`src/rtl/pci_wr_capture.sv`:
```
// pci_wr_capture: follows a decoded PCI memory-write burst and captures each
// completed data phase as an {address, data, byte-enable} word into a small
// first-word-fall-through FIFO read by the local register side. It requests a
// target disconnect when the FIFO is nearly full and keeps a sticky flag for
// words dropped while full.
module pci_wr_capture #(
    parameter int DEPTH  = 8,
    parameter int AW     = 3,
    parameter int ADDR_W = 16
) (
    input  logic              CLK,
    input  logic              RST_N,
    input  logic              PCI_CE,
    input  logic              ADDR_VLD,
    input  logic              WR_CMD,
    input  logic [ADDR_W-1:0] ADDR_IN,
    input  logic              FRAME_N,
    input  logic              IRDY_N,
    input  logic              TRDY_N,
    input  logic [31:0]       AD,
    input  logic [3:0]        CBE_N,
    input  logic              RD_EN,
    output logic [31:0]       DOUT_DATA,
    output logic [ADDR_W-1:0] DOUT_ADDR,
    output logic [3:0]        DOUT_BE,
    output logic              EMPTY,
    output logic              FULL,
    output logic [AW:0]       LEVEL,
    output logic              STOP_REQ,
    output logic              OVF,
    input  logic              OVF_CLR
);

    typedef enum logic {
        IDLE  = 1'b0,
        BURST = 1'b1
    } state_t;

    localparam logic [AW:0] LVL_FULL = (AW+1)'(DEPTH);
    localparam logic [AW:0] LVL_STOP = (AW+1)'(DEPTH - 1);
    localparam logic [AW:0] LVL_ONE  = (AW+1)'(1);

    state_t            state;
    state_t            state_next;
    logic [ADDR_W-1:0] cur_addr;
    logic [ADDR_W-1:0] addr_next;
    logic [ADDR_W-1:0] addr_aligned;
    logic              phase_done;
    logic              push_req;

    logic [AW-1:0]     wr_ptr;
    logic [AW-1:0]     rd_ptr;
    logic [AW:0]       level;
    logic [AW:0]       level_next;
    logic              fifo_full;
    logic              fifo_empty;
    logic              pop_ok;
    logic              push_ok;
    logic              ovf_set;
    logic              ovf;
    logic              stop_req;

    logic [ADDR_W-1:0] mem_addr [DEPTH];
    logic [31:0]       mem_data [DEPTH];
    logic [3:0]        mem_be   [DEPTH];

    assign phase_done   = PCI_CE & ~IRDY_N & ~TRDY_N;
    assign addr_aligned = {ADDR_IN[ADDR_W-1:2], 2'b00};

    // Burst tracker next-state: address decode, capture requests, termination.
    always_comb begin
        // NOTE: every output of this block gets a default first so no path
        // leaves it unassigned, which would otherwise infer a latch.
        state_next = state;
        addr_next  = cur_addr;
        push_req   = 1'b0;
        case (state)
            IDLE: begin
                if (ADDR_VLD && WR_CMD) begin
                    state_next = BURST;
                    addr_next  = addr_aligned;
                end
            end
            BURST: begin
                if (ADDR_VLD) begin
                    // A new decoded address phase restarts the burst.
                    addr_next  = addr_aligned;
                    state_next = WR_CMD ? BURST : IDLE;
                end else if (phase_done) begin
                    push_req  = 1'b1;
                    addr_next = cur_addr + ADDR_W'(4);
                    if (FRAME_N) begin
                        state_next = IDLE;
                    end
                end else if (FRAME_N && IRDY_N) begin
                    // Bus went idle without a final data phase.
                    state_next = IDLE;
                end
            end
            default: state_next = IDLE;
        endcase
    end

    // Burst tracker state and running byte address.
    always_ff @(posedge CLK or negedge RST_N) begin
        // NOTE: state registers use non-blocking assignments so every flop
        // samples the pre-edge values regardless of statement order.
        if (!RST_N) begin
            state    <= IDLE;
            cur_addr <= '0;
        end else begin
            state    <= state_next;
            cur_addr <= addr_next;
        end
    end

    // FIFO handshake: a pop frees room for a same-cycle push when full,
    // and a pop against an empty FIFO is simply ignored.
    always_comb begin
        fifo_full  = (level == LVL_FULL);
        fifo_empty = (level == '0);
        pop_ok     = RD_EN & ~fifo_empty;
        push_ok    = push_req & (~fifo_full | pop_ok);
        ovf_set    = push_req & fifo_full & ~pop_ok;
        case ({push_ok, pop_ok})
            2'b10:   level_next = level + LVL_ONE;
            2'b01:   level_next = level - LVL_ONE;
            default: level_next = level;
        endcase
    end

    // FIFO pointers, occupancy, sticky overflow and the disconnect request.
    always_ff @(posedge CLK or negedge RST_N) begin
        if (!RST_N) begin
            wr_ptr   <= '0;
            rd_ptr   <= '0;
            level    <= '0;
            ovf      <= 1'b0;
            stop_req <= 1'b0;
        end else begin
            if (push_ok) begin
                wr_ptr <= wr_ptr + 1'b1;
            end
            if (pop_ok) begin
                rd_ptr <= rd_ptr + 1'b1;
            end
            level <= level_next;
            if (ovf_set) begin
                ovf <= 1'b1;
            end else if (OVF_CLR) begin
                ovf <= 1'b0;
            end
            stop_req <= (state_next == BURST) && (level_next >= LVL_STOP);
        end
    end

    // FIFO storage write port.
    always_ff @(posedge CLK) begin
        // NOTE: storage is deliberately not reset; the pointers and level
        // define which entries are valid, and the outputs are masked when empty.
        if (push_ok) begin
            mem_addr[wr_ptr] <= cur_addr;
            mem_data[wr_ptr] <= AD;
            mem_be[wr_ptr]   <= ~CBE_N;
        end
    end

    assign DOUT_ADDR = fifo_empty ? '0 : mem_addr[rd_ptr];
    assign DOUT_DATA = fifo_empty ? '0 : mem_data[rd_ptr];
    assign DOUT_BE   = fifo_empty ? '0 : mem_be[rd_ptr];
    assign EMPTY     = fifo_empty;
    assign FULL      = fifo_full;
    assign LEVEL     = level;
    assign OVF       = ovf;
    assign STOP_REQ  = stop_req;

endmodule

```
`config.mk`:
```
export PLATFORM = sky130hd
export DESIGN_NAME = pci_wr_capture
export DESIGN_NICKNAME = d
export VERILOG_FILES = /design/src/rtl/pci_wr_capture.sv
export SDC_FILE = /design/constraint.sdc
export NUM_CORES = 1
export LEC_CHECK = 0
export CAP_MARGIN = 25
export CORE_ASPECT_RATIO = 1.5
export CORE_UTILIZATION = 40
export CTS_CLUSTER_SIZE = 28
export DETAILED_ROUTE_END_ITERATION = 6
export PLACE_DENSITY = 0.67
export SKIP_CTS_REPAIR_TIMING = 1
export SLEW_MARGIN = 0
export SYNTH_ARGS = -nofsm -noshare
export SYNTH_HDL_FRONTEND = slang
export SYNTH_SLANG_ARGS = --single-unit
export TNS_END_PERCENT = 100
```
`constraint.sdc`:
```
create_clock -name CLK -period 6.51 [get_ports CLK]
set_input_delay 1.6275 -clock CLK [delete_from_list [all_inputs] [get_ports CLK]]
set_output_delay 1.6275 -clock CLK [all_outputs]
set_load 0.005 [all_outputs]
```
# == After elaboration in Yosys (flattened, before gate mapping) ==
# Memories as Yosys holds them, arrays and structs flattened.
# Cells that the tools add are included.
# classes
addsub,5
reduce_logical,6
eq_ne,5
n_bitwise,14
mux,22
n_lt_le_gt_ge,1
# ops
cell,n
2-to-1 mux 16 bit,4
2-to-1 mux 32 bit,1
case mux 16 bit (2 select lines),1
adder 16 x 3 -> 16 bit (second input constant),1
2-to-1 mux 1 bit,13
case mux 4 bit (2 select lines),1
adder 3 x 1 -> 3 bit (second input constant),2
bitwise AND 1 bit,6
NOT 1 bit,6
adder 4 x 1 -> 4 bit (second input constant),1
equality test 4 bit (second input constant),1
>= comparator 4 x 3 -> 1 bit (second input constant),1
zero test 4 bit,1
2-to-1 mux 4 bit,1
NOT 4 bit,1
subtractor 4 x 1 -> 4 bit (second input constant),1
logical AND 1 bit,3
inequality test 3 x 2 -> 1 bit (second input constant),1
equality test 2 x 1 -> 1 bit (second input constant),1
equality test 2 bit (second input constant),1
inequality test 2 bit (second input constant),1
case mux 1 bit (2 select lines),1
AND reduction 2 bit,1
nonzero test 2 bit,1
bitwise OR 1 bit,1
# word_totals
word_cells,63
register_bits,29
out_inout_bits,60
ramBits,416
in_bits,62
n_memories,3
# memory_table
memory,depth,word_bits,rd,rd_ports_with_merged_regs,wr,line_no,text
mem_data,8,32,1,0,1,64,logic [31:0] mem_data [DEPTH];
mem_addr,8,16,1,0,1,63,logic [ADDR_W-1:0] mem_addr [DEPTH];
mem_be,8,4,1,0,1,65,logic [3:0] mem_be [DEPTH];

# == Longest topological paths before layout ==
# Gate-level depths: netlist (run 1).
# depth
depth_word,11
depth_mapped,10
mapped_depth_nobuf,9

# == Worst setup path before layout (run 1) ==
# Ideal clock, no wire load.
# synth_timing
path_type,in2reg
startpoint,in IRDY_N
endpoint,mem mem_addr[0][10] (enable)
slack_ps,-1094
setup_time_ps,582
path_stages,3
arrival_ps,7022
required_time_ps,5928
cell_sequence,nor3b_2 -> nand3_1 -> nor4_1
# synth_via
elab_chain_len,9
# synth_rtl
item,line_no,text
start: declaration,18,"input logic IRDY_N,"
NOT 1 bit,67,assign phase_done = PCI_CE & ~IRDY_N & ~TRDY_N;
bitwise AND 1 bit (2 in a row),67,
2-to-1 mux 1 bit,89,end else if (phase_done) begin
2-to-1 mux 1 bit,85,if (ADDR_VLD) begin
2-to-1 mux 1 bit,77,case (state)
bitwise AND 1 bit,123,push_ok = push_req & (~fifo_full | pop_ok);
2-to-1 mux 1 bit,161,if (push_ok) begin
2-to-1 mux 1 bit (implied by the code),162,mem_addr[wr_ptr] <= cur_addr;
end: declaration,63,
# Every way passes these cells.

# == Final worst setup path (run 1) ==
# layout_timing
startpoint,reg rd_ptr[0]
endpoint,out DOUT_ADDR[3]
# layout_via
elab_chain_len,2
# layout_rtl
item,line_no,text
start: declaration,52,logic [AW-1:0] rd_ptr;
start signal: assignment,145,rd_ptr <= rd_ptr + 1'b1;
memory (8 x 16 bit),--,
2-to-1 mux 16 bit,168,assign DOUT_ADDR = fifo_empty ? '0 : mem_addr[rd_ptr];
end: declaration,24,"output logic [ADDR_W-1:0] DOUT_ADDR,"
# Every way passes these cells.

==> results of run 1 <==
[worst min-delay path, delay by kind of cell, from the launching register on]
family	cells	cell delay (ns)
AOI/OAI and AO/OA	1	0.07
buffers and inverters	1	0.06
DFF	1	0.40
[final cells by class]
cell class | count | area, µm² | area share, %
multi-input combinational | 347 | 3915 | 19.69
sequential | 427 | 12700 | 63.85
clock inverter | 19 | 186.4 | 0.9375
timing repair buffer | 135 | 1331 | 6.694
tap | 558 | 698.2 | 3.511
inverter | 8 | 30.03 | 0.1510
clock buffer | 47 | 1027 | 5.165
[power breakdown]
part           switching [mW]  internal [mW]  total (mW)  leakage [nW]
combinational           0.817           1.28        2.10          1.95
sequential              0.321           3.10        3.42          3.91
clock                   0.969           1.25        2.22         0.599
[cell usage after synthesis]
cell type,n,share of area [%]
edfxtp_1,400,72
mux4_2,100,13
nor2_1,61,1.4
mux2i_1,53,3.2
nand2_1,28,0.63
dfrtp_1,27,4.0
clkbuf_1,22,0.49
a21oi_1,20,0.60
o21ai_0,12,0.36
buf_2,9,0.27
buf_1,8,0.18
inv_1,8,0.18
nand3_1,8,0.24
nor3_1,8,0.24
o22ai_1,6,0.22
a2bb2oi_1,5,0.26
ha_1,5,0.37
nor2b_1,5,0.19
nand2b_1,4,0.15
xnor2_1,4,0.21
a21o_1,3,0.13
buf_4,3,0.13
nand4_1,3,0.11
xor2_1,3,0.16
nor4_1,2,0.075
o21a_1,2,0.090
a211oi_1,1,0.045
a22o_1,1,0.052
a22oi_1,1,0.045
a31oi_1,1,0.037
and3_1,1,0.037
buf_6,1,0.067
conb_1,1,0.022
fa_1,1,0.12
mux2_2,1,0.067
nor3b_2,1,0.075
o2111a_1,1,0.067
o2111ai_2,1,0.090
o41ai_4,1,0.16
or2_2,1,0.037
or4b_4,1,0.082
[logic make-up after synthesis]
group	count (synthesis)	synth area share [%]
compound gates	55	2.166
xor+xnor	7	0.3660
fa+ha+maj	6	0.4929
buf+inv	51	1.322
flops	427	75.73
mux	154	16.68
other cells	1	0.02238
simple gates	123	3.226
[placed cells by master (no fill, tap or decap), types with 4 or more instances in the layout]
master / count
dfrtp_1: 24
nand3_1: 8
edfxtp_1: 400
o21ai_0: 12
buf_4: 16
inv_1: 8
nor3_2: 4
clkbuf_16: 40
mux2i_1: 53
clkinv_2: 7
clkdlybuf4s50_1: 117
clkbuf_1: 7
a2bb2oi_1: 5
mux4_2: 100
o22ai_1: 6
nor2b_1: 4
ha_1: 5
xnor2_1: 4
nand2b_1: 4
a21oi_1: 20
clkinv_1: 5
nand2_1: 28
nor3_1: 4
nor2_1: 58
[flip-flops by register name (all words and copies together) (netlist names)]
register / cells
mem_data: 256
mem_addr: 112
mem_be: 32
cur_addr: 14
LEVEL: 4
rd_ptr: 3
wr_ptr: 3
OVF: 1
STOP_REQ: 1
state: 1
[final timing paths]
check,to,slack [ns],cells after the start
min in group asynchronous,cur_addr[12],1.47,2
max,DOUT_ADDR[3],1.54,5
min reg2reg,OVF,0.57,2
max in group asynchronous,rd_ptr[2],4.71,2
max reg2reg,mem_data[6][29],3.70,7
min,OVF,0.57,2
[metal layers]
layer  vias to the layer above  wire [µm]
li1                       3599          -
met1                      4260      13900
met2                       197      17060
met3                        50       1220
met4                         0        805
met5                         -          0
[per-stage QoR]
stage / util, % / power, mW
global route: 48.25 / 8.081
finish: 48.25 / 7.731
CTS: 48.25 / 7.846
floorplan: - / 4.636
detailed placement: 45.30 / 5.628
global placement: 45.30 / 5.609
==> results.yml, run 1 <==
floorplan:
  start_util_pct: 40.65
  fp.dieH_um: 252.7
  core_area_um2: 41220
  rows: 91
  io_pins: 122
  dieWidth_um: 169.1
  dieArea_um2: 42720
layout:
  stdcell_area_um2: 19890
  nets: 1026
  nFillCells: 3411
  final_cells: 1541
  drive_above_1_share_pct: 19.43
  area_growth_pct: 18.70
  antenna_cells: 0
clock_tree:
  h-tree-depth: 2
  clkLatencyLatePin_ns: 0.54
  cts.clk_slew.worst_paths_ns: 0.06
  cts_tree: "done"
  numCtsBuffers: 39
  cts_buffer_depth: 3
  ctsRootBufferMaster: "clkbuf_16"
  clock_sinks: 427
grt:
  grt_pass1_wl_um: 50760
  grt_pass1_vias: 8593
  grt_overflow: 0
  grt_max_degree: 62
  track_usage_pct: 15.92
  grt_use_met3_pct: 2.177
  antenna_found_initial: 0
  met2_usage_pct: 27.58
  grt-busiest-layer: "met2"
  grtUsageMet1_pct: 20.60
sta:
  tightest_slew_ns: 0.9690
  tns_ns: 0
  setup_viol: 0
  period_share_pct: 76.32
  fin_hold_ws_ns: 0.5722
  rsz0062_at_grt: "false"
  hold_viol_final: 0
  max_slew_margin_pct: 35.40
  fin_ws_ns: 1.541
  period_minus_slack_ns: 4.969
  skew_ns: 0.01135
  max_freq_ghz: 0.2013
  drv_slew: 0
worst_hold_path:
  min-delay-start: "OVF"
  hp-class: "reg2reg"
setup_path:
  critical_path.top_delay_family: "buffers and inverters"
  crit_path_max_incr_delay_ns: 0.89
  required_ns: 4.88
  cp.arrival_ns: 3.34
  criticalPathCategory: "reg2out"
  crit_slowest_cell: "dfrtp_4"
  r2r_start: "LEVEL[0]"
  cp_cell_sequence: "buf_12 -> mux4_2 -> mux2i_1 -> nor2_1 -> clkdlybuf4s50_1"
  endpoint_kind: "output port"
  critPathMaxFanout: 60
  cp-start-kind: "flop"
  cp.buffers_inverters: 2
  crit_path_start: "rd_ptr[0]"
logic_synthesis:
  avgSynthCellArea_um2: 20.33
  netlist_instances: 824
  ys_seq_elements: 427
  yosysUniqueCellTypes: 41
  yosys_warnings: 0
  yosysSeqAreaShare_pct: 75.73
  synth.cell_area_um2: 16750
power:
  power.density_nw_per_um2: 388.7
  ir_worst_vdd_mv: 0.2684
  p_leak_nw: 6.457
drt:
  wirelength_um: 32990
  dr.pass1.iters: 5
  viasPerCell: 5.260
  vias: 8106
  routedWlPerCell_um: 21.41
  antenna_left: 0
  drtIter0Drc: 624
  route.detailed.drc: 0
outcome:
  status: "completed"
placement:
  hpwl_um: 17560
  port-buffer-count: 117
  placed_area_um2: 18670
  placed_cells: 1475
  dpl_worst_slack_ns: 1.968
  place.gp.congestion: 0.7152
run:
  drv_cap: 0
No activity file was read; power rests on OpenSTA's default activity.
==> inputs of run 2 (changes only) <==
clock period = 4 ns   (was 6.51 ns; I/O delays follow)
==> run 2 against run 1 <==
Die area is the same. Sequential power rose by 57%. Total power increased by 60%. Via count about the same. Worst setup slack got worse by 1.2 ns. Sequential share of layout area decreased by 0.52 points. Highest routed layer unchanged.
==> results.yml, run 2 (same netlist as run 1, synthesis figures left out) <==
outcome:
  status: "completed"
layout:
  stdcell_area_um2: 20050
  final_common_cell: "edfxtp_1"
  area_growth_pct: 19.68
  final_cells: 1549
  nets: 1037
  antenna_cells: 0
  drive_above_1_share_pct: 19.88
  top_regs: "mem_data (256), mem_addr (112), mem_be (32)"
  largest_reg_flops: 256
  nFillCells: 3417
  final_util_pct: 48.65
  regMostFlops: "mem_data"
  final_cell_mix: "400 x edfxtp_1, 117 x clkdlybuf4s50_1, 100 x mux4_2"
power:
  power.density_nw_per_um2: 618.5
  p_leak_nw: 6.490
  ir_worst_vdd_mv: 0.3857
sta:
  max_freq_ghz: 0.2753
  skew_ns: 0.01399
  setup_viol: 0
  tightest_slew_ns: 0.7183
  drv_slew: 0
  period_share_pct: 90.80
  period_minus_slack_ns: 3.632
  hold_viol_final: 0
  fin_ws_ns: 0.3681
  max_slew_margin_pct: 52.12
  tns_ns: 0
  rsz0062_at_grt: "false"
grt:
  grt_pass1_vias: 8519
  grt_max_degree: 53
  grt_pass1_wl_um: 49640
  antenna_found_initial: 0
  grt_overflow: 0
  track_usage_pct: 15.65
drt:
  wirelength_um: 32740
  viasPerCell: 5.232
  drtIter0Drc: 559
  vias: 8105
  dr.pass1.iters: 5
  route.detailed.drc: 0
  routedWlPerCell_um: 21.13
  antenna_left: 0
setup_path:
  crit_slowest_cell: "dfrtp_4"
  cp-start-kind: "flop"
  required_ns: 3.00
  cp_cell_sequence: "buf_12 -> mux4_2 -> mux2i_1 -> nor2_1 -> clkdlybuf4s50_1"
  r2r_start: "LEVEL[0]"
  criticalPathCategory: "reg2out"
  cp.arrival_ns: 2.63
  crit_path_max_incr_delay_ns: 0.60
  endpoint_kind: "output port"
  ff2ff_path_depth: 9
  rrSetupSlack_ns: 1.26
  rr_endpoint: "STOP_REQ"
  critPathMaxFanout: 49
worst_hold_path:
  min_path_cells: 2
  hp-class: "reg2reg"
  min-delay-start: "OVF"
  hold_end: "OVF"
floorplan:
  rows: 91
  core_area_um2: 41220
  dieArea_um2: 42720
  dieWidth_um: 169.1
  io_pins: 122
  start_util_pct: 40.65
  fp.dieH_um: 252.7
placement:
  place.gp.congestion: 0.7273
  port-buffer-count: 117
  placed_cells: 1485
  hpwl_um: 18340
  dpl_worst_slack_ns: 0.4275
  placed_area_um2: 18940
clock_tree:
  numCtsBuffers: 36
  clkLatencyLatePin_ns: 0.53
  cts.clk_slew.worst_paths_ns: 0.07
  ctsRootBufferMaster: "clkbuf_16"
  clock_sinks: 427
  h-tree-depth: 2
  cts_buffer_depth: 3
  cts_tree: "done"
run:
  drv_cap: 0
[run 2: power by group]
part | internal (mW) | switching, mW
combinational | 2.19 | 1.55
sequential | 5.04 | 0.323
clock | 1.80 | 1.48
[run 2: how the worst max path moves through the flow]
stage               slack [ns]       from  cells after the start         endpoint
global route              0.24  rd_ptr[0]                      5     DOUT_ADDR[8]
finish                    0.37  rd_ptr[1]                      5     DOUT_ADDR[9]
floorplan                -0.36     IRDY_N                      5  mem_addr[5][10]
global placement          0.45     PCI_CE                     10         STOP_REQ
CTS                       0.09  rd_ptr[0]                      5    DOUT_DATA[25]
detailed placement        0.43     IRDY_N                     10         STOP_REQ
[run 2: per-layer routing]
layer | GRT usage [%] | vias up | part of all wire (%)
met2 | 28.09 | 201 | 53
met5 | 0 | - | 0
li1 | - | 3623 | -
met4 | 5.122 | 0 | 2.2
met1 | 19.39 | 4235 | 40
met3 | 2.208 | 46 | 4.4
[run 2: layout make-up]
cell class | instances | area (µm²) | share of cell area (%)
inverters | 8 | 30.03 | 0.1498
clock buffers | 47 | 984.7 | 4.911
well taps | 558 | 698.2 | 3.482
flip-flops and latches | 427 | 12700 | 63.33
multi-input cells | 347 | 3940 | 19.65
clock inverters | 13 | 100.1 | 0.4992
repair buffers | 149 | 1599 | 7.975
[run 2: through the flow]
step / total power, mW / hold WS [ns]
5_1_grt: 12.96 / 0.5890
6_report: 12.40 / 0.5527
3_5_place_dp: 9.273 / 0.5434
3_3_place_gp: 9.239 / 0.5422
2_1_floorplan: 7.554 / 0.5256
4_1_cts: 12.55 / 0.5565
[run 2: worst max-delay path: cells and delay by family, from the launching register on]
family | cells | cell delay, ns
buffers and inverters | 2 | 0.92
DFF | 1 | 0.60
muxes | 2 | 0.33
and+or+nand+nor | 1 | 0.24
==> inputs of run 3 (changes only) <==
SETUP_SLACK_MARGIN = 0.3   (was default)
==> run 3 against run 2 <==
Cell area increased by 1.5%. Utilization increased by 0.75 points. Combinational power increased by 5%. Non-clock buffer count decreased by 1. First-iteration DRC count increased by 8.4%. Largest power group unchanged.
==> results.yml, run 3 (same netlist as run 1, synthesis figures left out) <==
outcome:
  status: "completed"
sta:
  period_share_pct: 90.04
  fin_hold_ws_ns: 0.5405
  setup_viol: 0
  hold_viol_final: 0
  tightest_slew_ns: 0.7972
  rsz0062_at_grt: "true"
  fin_ws_ns: 0.3984
  max_slew_margin_pct: 46.85
  period_minus_slack_ns: 3.602
  skew_ns: 0.02021
  tns_ns: 0
  drv_slew: 0
  max_freq_ghz: 0.2777
placement:
  hpwl_um: 17610
  place.gp.congestion: 0.7266
  port-buffer-count: 117
  dpl_worst_slack_ns: 0.4800
power:
  power.density_nw_per_um2: 639.9
  ir_worst_vdd_mv: 0.3115
  p_total_mw: 13.03
  p_leak_nw: 6.641
worst_hold_path:
  min-delay-start: "OVF"
  hp-class: "reg2reg"
clock_tree:
  clkLatencyLatePin_ns: 0.54
  numCtsBuffers: 39
  cts_tree: "done"
  h-tree-depth: 2
  ctsRootBufferMaster: "clkbuf_16"
  clock_sinks: 427
  cts.clk_slew.worst_paths_ns: 0.07
  cts_buffer_depth: 3
setup_path:
  criticalPathCategory: "reg2out"
  crit_slowest_cell: "mux4_2"
  crit_path_start: "rd_ptr[0]"
  critPathMaxFanout: 21
  cp-start-kind: "flop"
  r2r_start: "LEVEL[0]"
  endpoint_kind: "output port"
  cp_cell_sequence: "buf_12 -> clkbuf_16 -> mux4_2 -> mux2i_1 -> nor2_1 -> clkdlybuf4s50_1"
  required_ns: 3.00
  crit_path_max_incr_delay_ns: 0.52
  cp.arrival_ns: 2.60
layout:
  top_regs: "mem_data (256), mem_addr (112), mem_be (32)"
  antenna_cells: 0
  regMostFlops: "mem_data"
  final_cell_mix: "400 x edfxtp_1, 117 x clkdlybuf4s50_1, 100 x mux4_2"
  nFillCells: 3385
  area_growth_pct: 21.52
  largest_reg_flops: 256
  nets: 1039
  final_util_pct: 49.39
  final_common_cell: "edfxtp_1"
  drive_above_1_share_pct: 20.82
floorplan:
  core_area_um2: 41220
  rows: 91
  start_util_pct: 40.65
  fp.dieH_um: 252.7
  io_pins: 122
  dieArea_um2: 42720
  dieWidth_um: 169.1
grt:
  grt_max_degree: 53
  track_usage_pct: 15.80
  grt_overflow: 0
  antenna_found_initial: 0
  grt_pass1_wl_um: 50240
  met2_usage_pct: 27.52
  grtUsageMet1_pct: 20.19
  grt-busiest-layer: "met2"
  grt_pass1_vias: 8651
  grt_use_met3_pct: 2.427
drt:
  vias: 8171
  dr.pass1.iters: 4
  route.detailed.drc: 0
  antenna_left: 0
  routedWlPerCell_um: 21.48
  wirelength_um: 33450
  drtIter0Drc: 606
  viasPerCell: 5.248
run:
  drv_cap: 0
## run 3: routing by layer
layer,routed length (µm),share of wire (%)
met1,13770,41
met2,17520,52
met3,1389,4.2
met5,0,0
met4,770,2.3
## run 3: worst max-delay path, delay by kind of cell (launching register included)
kind	cells	cell delay [ns]
buf+inv	3	0.88
flops	1	0.43
mux	2	0.66
simple gates	1	0.08
## run 3: cell type report
class / count / area (µm²) / area share, %
well taps: 558 / 698.2 / 3.429
clock inverters: 14 / 173.9 / 0.8543
clock buffers: 55 / 1119 / 5.494
flip-flops and latches: 427 / 12700 / 62.37
inverters: 8 / 30.03 / 0.1475
multi-input cells: 347 / 3951 / 19.41
repair buffers: 148 / 1688 / 8.291
## run 3: worst paths after layout
path                                end  slack, ns  cells after the start
hold reg to reg                     OVF       0.54                      2
setup reg to reg               STOP_REQ       1.28                      9
setup / recovery           DOUT_DATA[3]       0.40                      6
max in group asynchronous   cur_addr[8]       2.85                      3
min in group asynchronous   cur_addr[4]       0.81                      2
hold / removal                      OVF       0.54                      2
## run 3: power by group
part | total (mW) | leakage [nW] | switching [mW] | internal [mW]
Combinational | 3.93 | 2.10 | 1.63 | 2.30
Clock | 3.76 | 0.633 | 1.54 | 2.21
Sequential | 5.34 | 3.91 | 0.292 | 5.05
## run 3: through the flow
stage          area (µm²)  std cells
2_1_floorplan       16800        825
3_3_place_gp        18870       1480
3_5_place_dp        18870       1480
4_1_cts             20160       1549
5_1_grt             20360       1557
6_report            20360       1557
